$ cat src/rtl/gobang_pkg.sv
// Shared types and constants for the gobang move search.
// Holds the cell encoding, the packed board type, board geometry, the
// "no move" marker and the move_selector FSM state type.
package gobang_pkg;

  localparam int BOARD_DIM   = 15;
  localparam int BOARD_CELLS = 225;

  typedef logic [1:0] cell_t;

  localparam cell_t CELL_EMPTY   = 2'd0;
  localparam cell_t CELL_BLACK   = 2'd1;
  localparam cell_t CELL_WHITE   = 2'd2;
  localparam cell_t CELL_ILLEGAL = 2'd3;

  // Cell i lives at board[i], i = row*BOARD_DIM + col.
  typedef cell_t [BOARD_CELLS-1:0] board_t;

  localparam logic [7:0] NO_MOVE     = 8'hFF;
  localparam logic [7:0] CENTER_CELL = 8'd112;

  typedef enum logic [2:0] {
    S_IDLE, S_SCAN, S_ISSUE, S_WAIT, S_CMP, S_DONE
  } state_t;

  // Stone colour placed by the side to move (0 black, 1 white).
  function automatic cell_t stone_of(input logic turn);
    return turn ? CELL_WHITE : CELL_BLACK;
  endfunction

endpackage

$ cat src/rtl/move_selector_neighbor_check.sv
// neighbor_check: combinational test for an occupied cell at Chebyshev
// distance 1 from cell idx. Neighbours off the board edges are skipped
// (no wrap between rows). Illegal cells count as occupied.
// Ports:
//   board        - position under test
//   idx          - cell index (row*15+col), expected < 225
//   has_neighbor - 1 when any of the up to 8 surrounding cells is non-empty
module neighbor_check
  import gobang_pkg::*;
(
  input  board_t     board,
  input  logic [7:0] idx,
  output logic       has_neighbor
);

  int row, col, r, c;

  always_comb begin
    has_neighbor = 1'b0;
    row = int'(idx) / BOARD_DIM;
    col = int'(idx) % BOARD_DIM;
    r   = 0;
    c   = 0;
    for (int dr = -1; dr <= 1; dr++) begin
      for (int dc = -1; dc <= 1; dc++) begin
        r = row + dr;
        c = col + dc;
        if (!(dr == 0 && dc == 0) && r >= 0 && r < BOARD_DIM &&
            c >= 0 && c < BOARD_DIM) begin
          if (board[r*BOARD_DIM + c] != CELL_EMPTY) has_neighbor = 1'b1;
        end
      end
    end
  end

endmodule

$ cat src/rtl/move_selector.sv
// move_selector: sequential one-ply move search for gobang.
// Scans the latched board one cell per cycle; each candidate (empty cell)
// is placed on a trial board, handed to an external scorer, and the result
// compared against the running best. Ties keep the lower index.
// Optional feature macro: MOVE_SEL_NEIGHBOR_EN -- candidates must also touch
// an occupied cell; if none qualify, the centre cell is tried when empty.
// Ports:
//   i_clk, i_rst            - clock, synchronous active-high reset
//   i_start, i_board, i_turn - search request and position (sampled in IDLE)
//   o_sc_start/board/turn   - request to the external scorer
//   i_sc_score, i_sc_finish - scorer response (only honoured in WAIT)
//   o_move, o_best_score    - result, held until the next search completes
//   o_busy, o_finish        - search in progress / one-cycle result pulse
module move_selector #(
  parameter int BOARD_CELLS = 225,
  parameter int SCORE_W     = 32
) (
  input  logic                 i_clk,
  input  logic                 i_rst,
  input  logic                 i_start,
  input  gobang_pkg::board_t   i_board,
  input  logic                 i_turn,
  output logic                 o_sc_start,
  output gobang_pkg::board_t   o_sc_board,
  output logic                 o_sc_turn,
  input  logic [SCORE_W-1:0]   i_sc_score,
  input  logic                 i_sc_finish,
  output logic [7:0]           o_move,
  output logic [SCORE_W-1:0]   o_best_score,
  output logic                 o_busy,
  output logic                 o_finish
);
  import gobang_pkg::*;

  localparam logic [7:0] LAST_IDX = 8'(BOARD_CELLS - 1);
  localparam logic [7:0] END_IDX  = 8'(BOARD_CELLS);

  state_t               state, next_state;
  board_t               board_q, trial;
  logic [7:0]           idx, trial_idx, best_move;
  logic [SCORE_W-1:0]   best_score, score_q;
  logic                 idx_in, scan_end, is_empty, cand, fallback_go;

  assign idx_in   = (idx <= LAST_IDX);
  assign scan_end = !idx_in;
  assign is_empty = idx_in && (board_q[idx] == CELL_EMPTY);

`ifdef MOVE_SEL_NEIGHBOR_EN
  logic has_nb, found, fallback_used;

  neighbor_check u_nbr (
    .board        (board_q),
    .idx          (idx),
    .has_neighbor (has_nb)
  );

  assign cand = is_empty && has_nb;
  // Nothing passed the filter: give the centre one evaluation.
  assign fallback_go = scan_end && !found && !fallback_used &&
                       (board_q[CENTER_CELL] == CELL_EMPTY);
`else
  assign cand        = is_empty;
  assign fallback_go = 1'b0;
`endif

  assign trial_idx = fallback_go ? CENTER_CELL : idx;

  always_comb begin
    trial = board_q;
    if (trial_idx <= LAST_IDX) trial[trial_idx] = stone_of(o_sc_turn);
  end

  // State register
  always_ff @(posedge i_clk) begin
    if (i_rst) state <= S_IDLE;
    else       state <= next_state;
  end

  // Next-state logic
  always_comb begin
    next_state = state;
    case (state)
      S_IDLE:  if (i_start) next_state = S_SCAN;
      S_SCAN: begin
        if (scan_end)  next_state = fallback_go ? S_ISSUE : S_DONE;
        else if (cand) next_state = S_ISSUE;
      end
      S_ISSUE: next_state = S_WAIT;
      S_WAIT:  if (i_sc_finish) next_state = S_CMP;
      S_CMP:   next_state = S_SCAN;
      S_DONE:  next_state = S_IDLE;
      default: next_state = S_IDLE;
    endcase
  end

  assign o_busy   = (state != S_IDLE);
  assign o_finish = (state == S_DONE);

  // Datapath
  always_ff @(posedge i_clk) begin
    if (i_rst) begin
      board_q      <= '0;
      o_sc_turn    <= 1'b0;
      o_sc_board   <= '0;
      o_sc_start   <= 1'b0;
      idx          <= '0;
      best_move    <= NO_MOVE;
      best_score   <= '0;
      score_q      <= '0;
      o_move       <= NO_MOVE;
      o_best_score <= '0;
`ifdef MOVE_SEL_NEIGHBOR_EN
      found         <= 1'b0;
      fallback_used <= 1'b0;
`endif
    end else begin
      case (state)
        S_IDLE: if (i_start) begin
          board_q    <= i_board;
          o_sc_turn  <= i_turn;
          idx        <= '0;
          best_move  <= NO_MOVE;
          best_score <= '0;
`ifdef MOVE_SEL_NEIGHBOR_EN
          found         <= 1'b0;
          fallback_used <= 1'b0;
`endif
        end
        S_SCAN: begin
          if (scan_end) begin
            if (fallback_go) begin
              idx        <= CENTER_CELL;
              o_sc_board <= trial;
              o_sc_start <= 1'b1;
`ifdef MOVE_SEL_NEIGHBOR_EN
              fallback_used <= 1'b1;
`endif
            end else begin
              o_move       <= best_move;
              o_best_score <= best_score;
            end
          end else if (cand) begin
            // Trial board is frozen here and held until the next candidate.
            o_sc_board <= trial;
            o_sc_start <= 1'b1;
          end else begin
            idx <= idx + 8'd1;
          end
        end
        S_ISSUE: o_sc_start <= 1'b0;
        S_WAIT:  if (i_sc_finish) score_q <= i_sc_score;
        S_CMP: begin
          if (score_q > best_score || best_move == NO_MOVE) begin
            best_move  <= idx;
            best_score <= score_q;
          end
`ifdef MOVE_SEL_NEIGHBOR_EN
          found <= 1'b1;
          // After the centre fallback jump straight past the board.
          idx   <= fallback_used ? END_IDX : idx + 8'd1;
`else
          idx   <= idx + 8'd1;
`endif
        end
        default: ;
      endcase
    end
  end

endmodule

$ cat config.mk
export PLATFORM = sky130hd
export DESIGN_NAME = move_selector
export DESIGN_NICKNAME = d
export VERILOG_FILES = /design/src/rtl/gobang_pkg.sv /design/src/rtl/move_selector_neighbor_check.sv /design/src/rtl/move_selector.sv
export SDC_FILE = /design/constraint.sdc
export NUM_CORES = 2
export LEC_CHECK = 0
export BUFFER_PORTS_ARGS = -buffer_cell sky130_fd_sc_hd__buf_2
export CORE_AREA = 2 2 383 385
export DETAILED_ROUTE_END_ITERATION = 10
export DIE_AREA = 0 0 385 387
export PLACE_DENSITY = 0.62
export SYNTH_ARGS = -nofsm -noshare
export SYNTH_HDL_FRONTEND = slang
export SYNTH_SLANG_ARGS = --single-unit
export TNS_END_PERCENT = 30
$ cat constraint.sdc
create_clock -name i_clk -period 3.76 [get_ports i_clk]
set_input_delay 0.564 -clock i_clk [delete_from_list [all_inputs] [get_ports i_clk]]
set_output_delay 0.564 -clock i_clk [all_outputs]
set_load 0.01 [all_outputs]
======== After elaboration in Yosys (flattened, before gate mapping) ========
Cells that the tools add are included.
word-level totals
  bits in registers ....................... 1025
  input bits .............................. 487
  output and inout bits ................... 494
operators by class
  add/subtract/negate cells ............... 1
  magnitude comparators ................... 4
  equal/unequal tests ..................... 13
  mux-type cells .......................... 24
  bitwise operators ....................... 1
  reductions and logical operators ........ 17
operators with widths
  operator                                                     count
  bitwise mux 450 bit                                          1
  two-way mux 32 bit                                           2
  one-hot mux 32 bit (2 select lines)                          1
  two-way mux 8 bit                                            5
  greater-than comparator 32 bit                               1
  one-hot mux 8 bit (3 select lines)                           1
  binary-select mux 2 bit (select 8 bit)                       1
  demux 2 bit (select 8 bit)                                   1
  one-hot mux 8 bit (2 select lines)                           1
  one-hot mux 3 bit (5 select lines)                           1
  two-way mux 3 bit                                            4
  != test 2 bit (second input constant)                        6
  AND reduction 3 bit                                          4
  less-than comparator 8 x 9 -> 1 bit (second input constant)  1
  adder 8 x 1 -> 8 bit (second input constant)                 1
  equality test 8 bit (second input constant)                  1
  >= comparator 8 x 1 -> 1 bit (second input constant)         1
  <= comparator 8 bit (second input constant)                  1
  equality test 3 x 2 -> 1 bit (second input constant)         2
  equality test 3 bit (second input constant)                  2
  two-way mux 2 bit                                            3
  AND reduction 2 bit                                          3
  nonzero test 3 bit                                           2
  AND reduction 4 bit                                          1
  other kinds (10)                                             13

======== Depth between registers and ports, before layout ========
  depth in word-level cells ............... 7
  mapped depth ............................ 18
  mapped depth without buffers ............ 11

======== Least setup slack after synthesis ========
OpenSTA, ideal clock, no wires.
  path kind ............................... flip-flop to flip-flop
  start ................................... register idx[0]
  end ..................................... register idx[6]
  library setup time ...................... 0.059 ns
  arrival time ............................ 3.193 ns
  data required time ...................... 3.701 ns
  setup slack ............................. 0.508 ns
  cell stages (with the launch flop) ...... 18
  path buffers ............................ 7
  clock period less this slack ............ 3.252 ns
  cells stage by stage .................... dfxtp_1 buf_6 buf_8 buf_8 inv_1 buf_2 ha_1 and2_1 clkbuf_1 a211oi_1 a311oi_1 o2111a_1 and4_1 and3_1 buf_6 buf_6 or4_1 nand2_1
between the ends
  longest elaborated chain between the ends .. 6
  elaborated cells between the ends (all ways) .. 12
  classes of those cells .................. add/sub (1); order compare (1); eq/ne (2); mux (5); reduce/logical (3)
RTL lines
  item                                     RTL line              source
  start, declared                          move_selector.sv:40   logic [7:0] idx, trial_idx, best_move;
  start signal, assigned                   move_selector.sv:147  idx <= idx + 8'd1;
  start signal, assigned                   move_selector.sv:162  idx <= idx + 8'd1;
  binary-select mux 2 bit (select 8 bit)   move_selector.sv:46   assign is_empty = idx_in && (board_q[idx] == CELL_EMPTY);
  two-way mux 2 bit (implied by the code)  move_selector.sv:46
  zero test 2 bit                          move_selector.sv:46
  logical AND 1 bit                        move_selector.sv:46
  != test 2 bit (no line)                  --
  AND reduction 4 bit (no line)            --
Parallel ways exist; a longest one is shown, timed or not. The select of a mux whose other input is x is not followed.
A chain may end at the register's enable or synchronous reset.

======== Final worst setup path ========
  start ................................... register idx[0]
  end ..................................... register o_sc_board[50] (netlist bit)
between the ends
  longest elaborated chain between the ends .. 5
  elaborated cells between the ends (all ways) .. 12
  classes of those cells .................. order compare (3); mux (5); reduce/logical (4)
RTL lines
  item                                                                                 RTL line                                  source
  binary-select mux 2 bit (select 8 bit), or another cell as far along                 move_selector.sv:46
  two-way mux 2 bit (implied by the code) / logical AND 1 bit (equally long branches)  move_selector.sv:46, move_selector.sv:70
  zero test 2 bit / two-way mux 2 bit (equally long branches)                          move_selector.sv:46, move_selector.sv:70
  logical AND 1 bit / demux 2 bit (select 8 bit) (equally long branches)               move_selector.sv:46, move_selector.sv:70
  AND reduction 3 bit (no line) / bitwise mux 450 bit (equally long branches)          --
  end signal, assigned                                                                 move_selector.sv:133                      o_sc_board <= trial;
  end signal, assigned                                                                 move_selector.sv:144                      o_sc_board <= trial;
  end, declared                                                                        move_selector.sv:24                       output gobang_pkg::board_t o_sc_board,
Parallel ways exist; a longest one is shown, timed or not. The select of a mux whose other input is x is not followed.

==> reports/metrics.yaml <==
status: "completed"
hold_class: "input pin to register"
drt_iter0_drc: 4974
final_cell_mix: "1193 x nand2_1, 1018 x dfxtp_1, 979 x buf_2, 659 x a21oi_1, 596 x nor2_1"
cts_buffers: 112
grt_pass1_vias: 44700
ys_seq_area_share_pct: 44.1
die_h_um: 387
fp.dieW_um: 385
cts.sinks: 1025
place_hpwl_um: 170000
cp.required_ns: 4.34
post_drt_wl_per_cell_um: 27.2
path_buf_inv: 6
crit_path_end_kind: "register"
ios: 981
synth_ff_type: "dfxtp_1"
synth_top_area_share_pct: 44.1
maxSlewHeadroom_pct: 26.2
htree_levels: 3
fin_crit_ns: 3.70
numPortBuffers: 980
finalCritPeriodShare_pct: 98.3
vias_per_cell: 5.64
synth_fp_nets: 6208
grt_pass1_wl_um: 322000
drv_cap: 0
p_leak_nw: 22.8
rsz0062_at_grt: "true"
grt_max_degree: 156
die_area_sq_um: 149000
core_area_sq_um: 145000
reg2reg_setup_slack_ns: 0.06
grt_use_total_pct: 29.6
vias: 48300
cpMostUsedCell: "buf_4"
crit_path_max_incr_delay_ns: 0.54
antenna_left: 0
synthToLayoutAreaGrowth_pct: 26.6
cts_tree: "yes"
path_cells: "buf_12 -> buf_4 -> mux4_2 -> nand3_1 -> a31oi_1 -> a21oi_1 -> a32oi_1 -> buf_4 -> o41ai_4 -> buf_4 -> and3_4 -> buf_12 -> buf_4 -> o311a_1 -> nor3_1"
start_util_pct: 32.1
crit_arrival_ns: 4.28
gp_congestion: 0.956
netlist_area_sq_um: 46500
whs_ns: 0.0506
cp_max_fo: 23
path_class: "register to register"
synth_top_area_cell: "dfxtp_1"
slew_viol_final: 0
avgSynthCellArea_sq_um: 8.18
ir_worst_vdd_mv: 0.397
setup_viol: 0
final_common_cell: "nand2_1"
synth_cell_types: 63
start_kind: "register"
nets: 7054
synthTopCellsByArea: "dfxtp_1 44%, nand2_1 9.8%, a21oi_1 7.1%"
overflow: 0
final_layout_size_suffix_gt1_share_pct: 26.2
async_flop_share_pct: 0
clk_pin_slew_ns: 0.06
firstDrtPassIters: 6
cts-root-buf: "clkbuf_16"
slowest_stage: "mux4_2"
dpl_worst_slack_ns: -0.132
route.detailed.drc: 0
ys_warn_count: 0
syn_inst: 5685
fmax_mhz: 270
clock_latency_ns: 0.76
fin_worst_skew_ns: 0.0520
fin_ws_ns: 0.0624
synth_edf_count: 0
worstMarginPinSlew_ns: 1.11
cpLargestDelayFamily: "buffers and inverters"
fillCellCount: 14800
rows: 140
finalHoldViolations: 0
antenna_found_initial: 36
wl_um: 233000
ys_ff_latch: 1025
cellPowerDensity_nw_per_um2: 609
ctsLongestPathBuffers: 3
## routing by layer
| metal | part of all wire, % | global-route usage (%) |
|---|---|---|
| met1 | 41 | 38.9 |
| met2 | 44 | 45.3 |
| met3 | 9.2 | 6.78 |
| met4 | 5.8 | 15.1 |
| met5 | 0.044 | 0 |
## path summary, 6_finish.rpt
| kind | start | end | cells after the start |
|---|---|---|---|
| setup reg to reg | idx[0]$_SDFFE_PP0P_ | o_sc_board[50]$_SDFFE_PP0P_ | 15 |
| hold reg to reg | o_best_score[11]$_SDFFE_PP0P_ | o_best_score[11]$_SDFFE_PP0P_ | 2 |
| hold / removal | i_board[61] | board_q[61]$_SDFFE_PP0P_ | 3 |
| setup / recovery | idx[0]$_SDFFE_PP0P_ | o_sc_board[50]$_SDFFE_PP0P_ | 15 |
## report_power, final
group | leakage (nW) | internal [W] | total [W] | switching (W)
registers | 8.39 | 0.0125 | 0.0139 | 0.00136
logic | 12.5 | 0.00408 | 0.0103 | 0.00618
clock network | 1.91 | 0.00680 | 0.0117 | 0.00491
## through the flow
| step | power, W | cells | area (sq um) | setup TNS, ns | util (%) |
|---|---|---|---|---|---|
| after CTS | 0.0356 | 8519 | 58400 | 0 | 40.3 |
| after floorplan | 0.0195 | 5685 | 46500 | 0 | - |
| after global routing | 0.0372 | 8556 | 58800 | -0.466 | 40.6 |
| after detailed placement | 0.0239 | 8300 | 54400 | -10.71 | 37.5 |
| final | 0.0358 | 8562 | 58800 | 0 | 40.6 |
| after global placement | 0.0238 | 8300 | 54400 | -27.92 | 37.5 |
## tightest hold or removal path: stages
cell,delay (ns)
buf_2,0.10
nand2_1,0.05
a21oi_1,0.05
## cell usage after synthesis (10+ instances only)
library cell,number
mux2i_1,81
a311oi_2,108
a311oi_1,57
buf_1,11
o21ai_0,333
a22oi_1,28
inv_1,52
mux4_2,72
a21oi_1,659
ha_1,36
nor2_2,10
a22o_1,34
a211oi_1,136
nand2_1,1209
dfxtp_1,1025
buf_2,47
buf_4,54
nor3_1,182
nand3_1,40
nand4_1,46
buf_6,17
a21o_1,15
clkbuf_1,432
nor2b_1,11
buf_12,10
nor2_1,599
or3_1,125
o311a_1,158
## registers in the layout, indices dropped and copies added (netlist names), 8 cells and up
| register | cells |
|---|---|
| best_move | 8 |
| board_q | 450 |
| score_q | 32 |
| best_score | 32 |
| idx | 8 |
| o_move | 8 |
| o_sc_board | 450 |
| o_best_score | 32 |
## repair_timing
action / CTS / global route
endpoints found under the setup margin: 414 / 428
pin swaps: 0 / 2
hold buffers: 9 / 0
gates resized for setup: 7 / 19
endpoints found under the hold margin: 9 / 0
gates cloned: 2 / 5
setup buffers: 2 / 16
## layout make-up
type,instances,area (sq um),share of cell area [%]
Sequential cell,1025,20500,34.9
Clock inverter,41,510,0.868
Antenna cell,22,55.1,0.0936
Multi-Input combinational cell,4033,23300,39.6
Inverter,52,200,0.340
Tap cell,1917,2400,4.08
Timing Repair Buffer,1307,8510,14.5
Clock buffer,165,3350,5.70
## kinds of logic (layout without fill, tap and decap cells)
logic type	after synthesis	after routing	synth area share (%)
AND/OR/NAND/NOR	2261	2261	20.2
AO/OA/AOI/OAI	1580	1580	23.1
flip-flops	1025	1025	44.1
buffers and inverters	627	1565	6.35
multiplexers	155	155	5.28
adder cells (fa/ha/maj)	36	36	0.969
XOR/XNOR	1	1	0.0188
other	0	22	0
No activity file was read; power rests on OpenSTA's default activity.
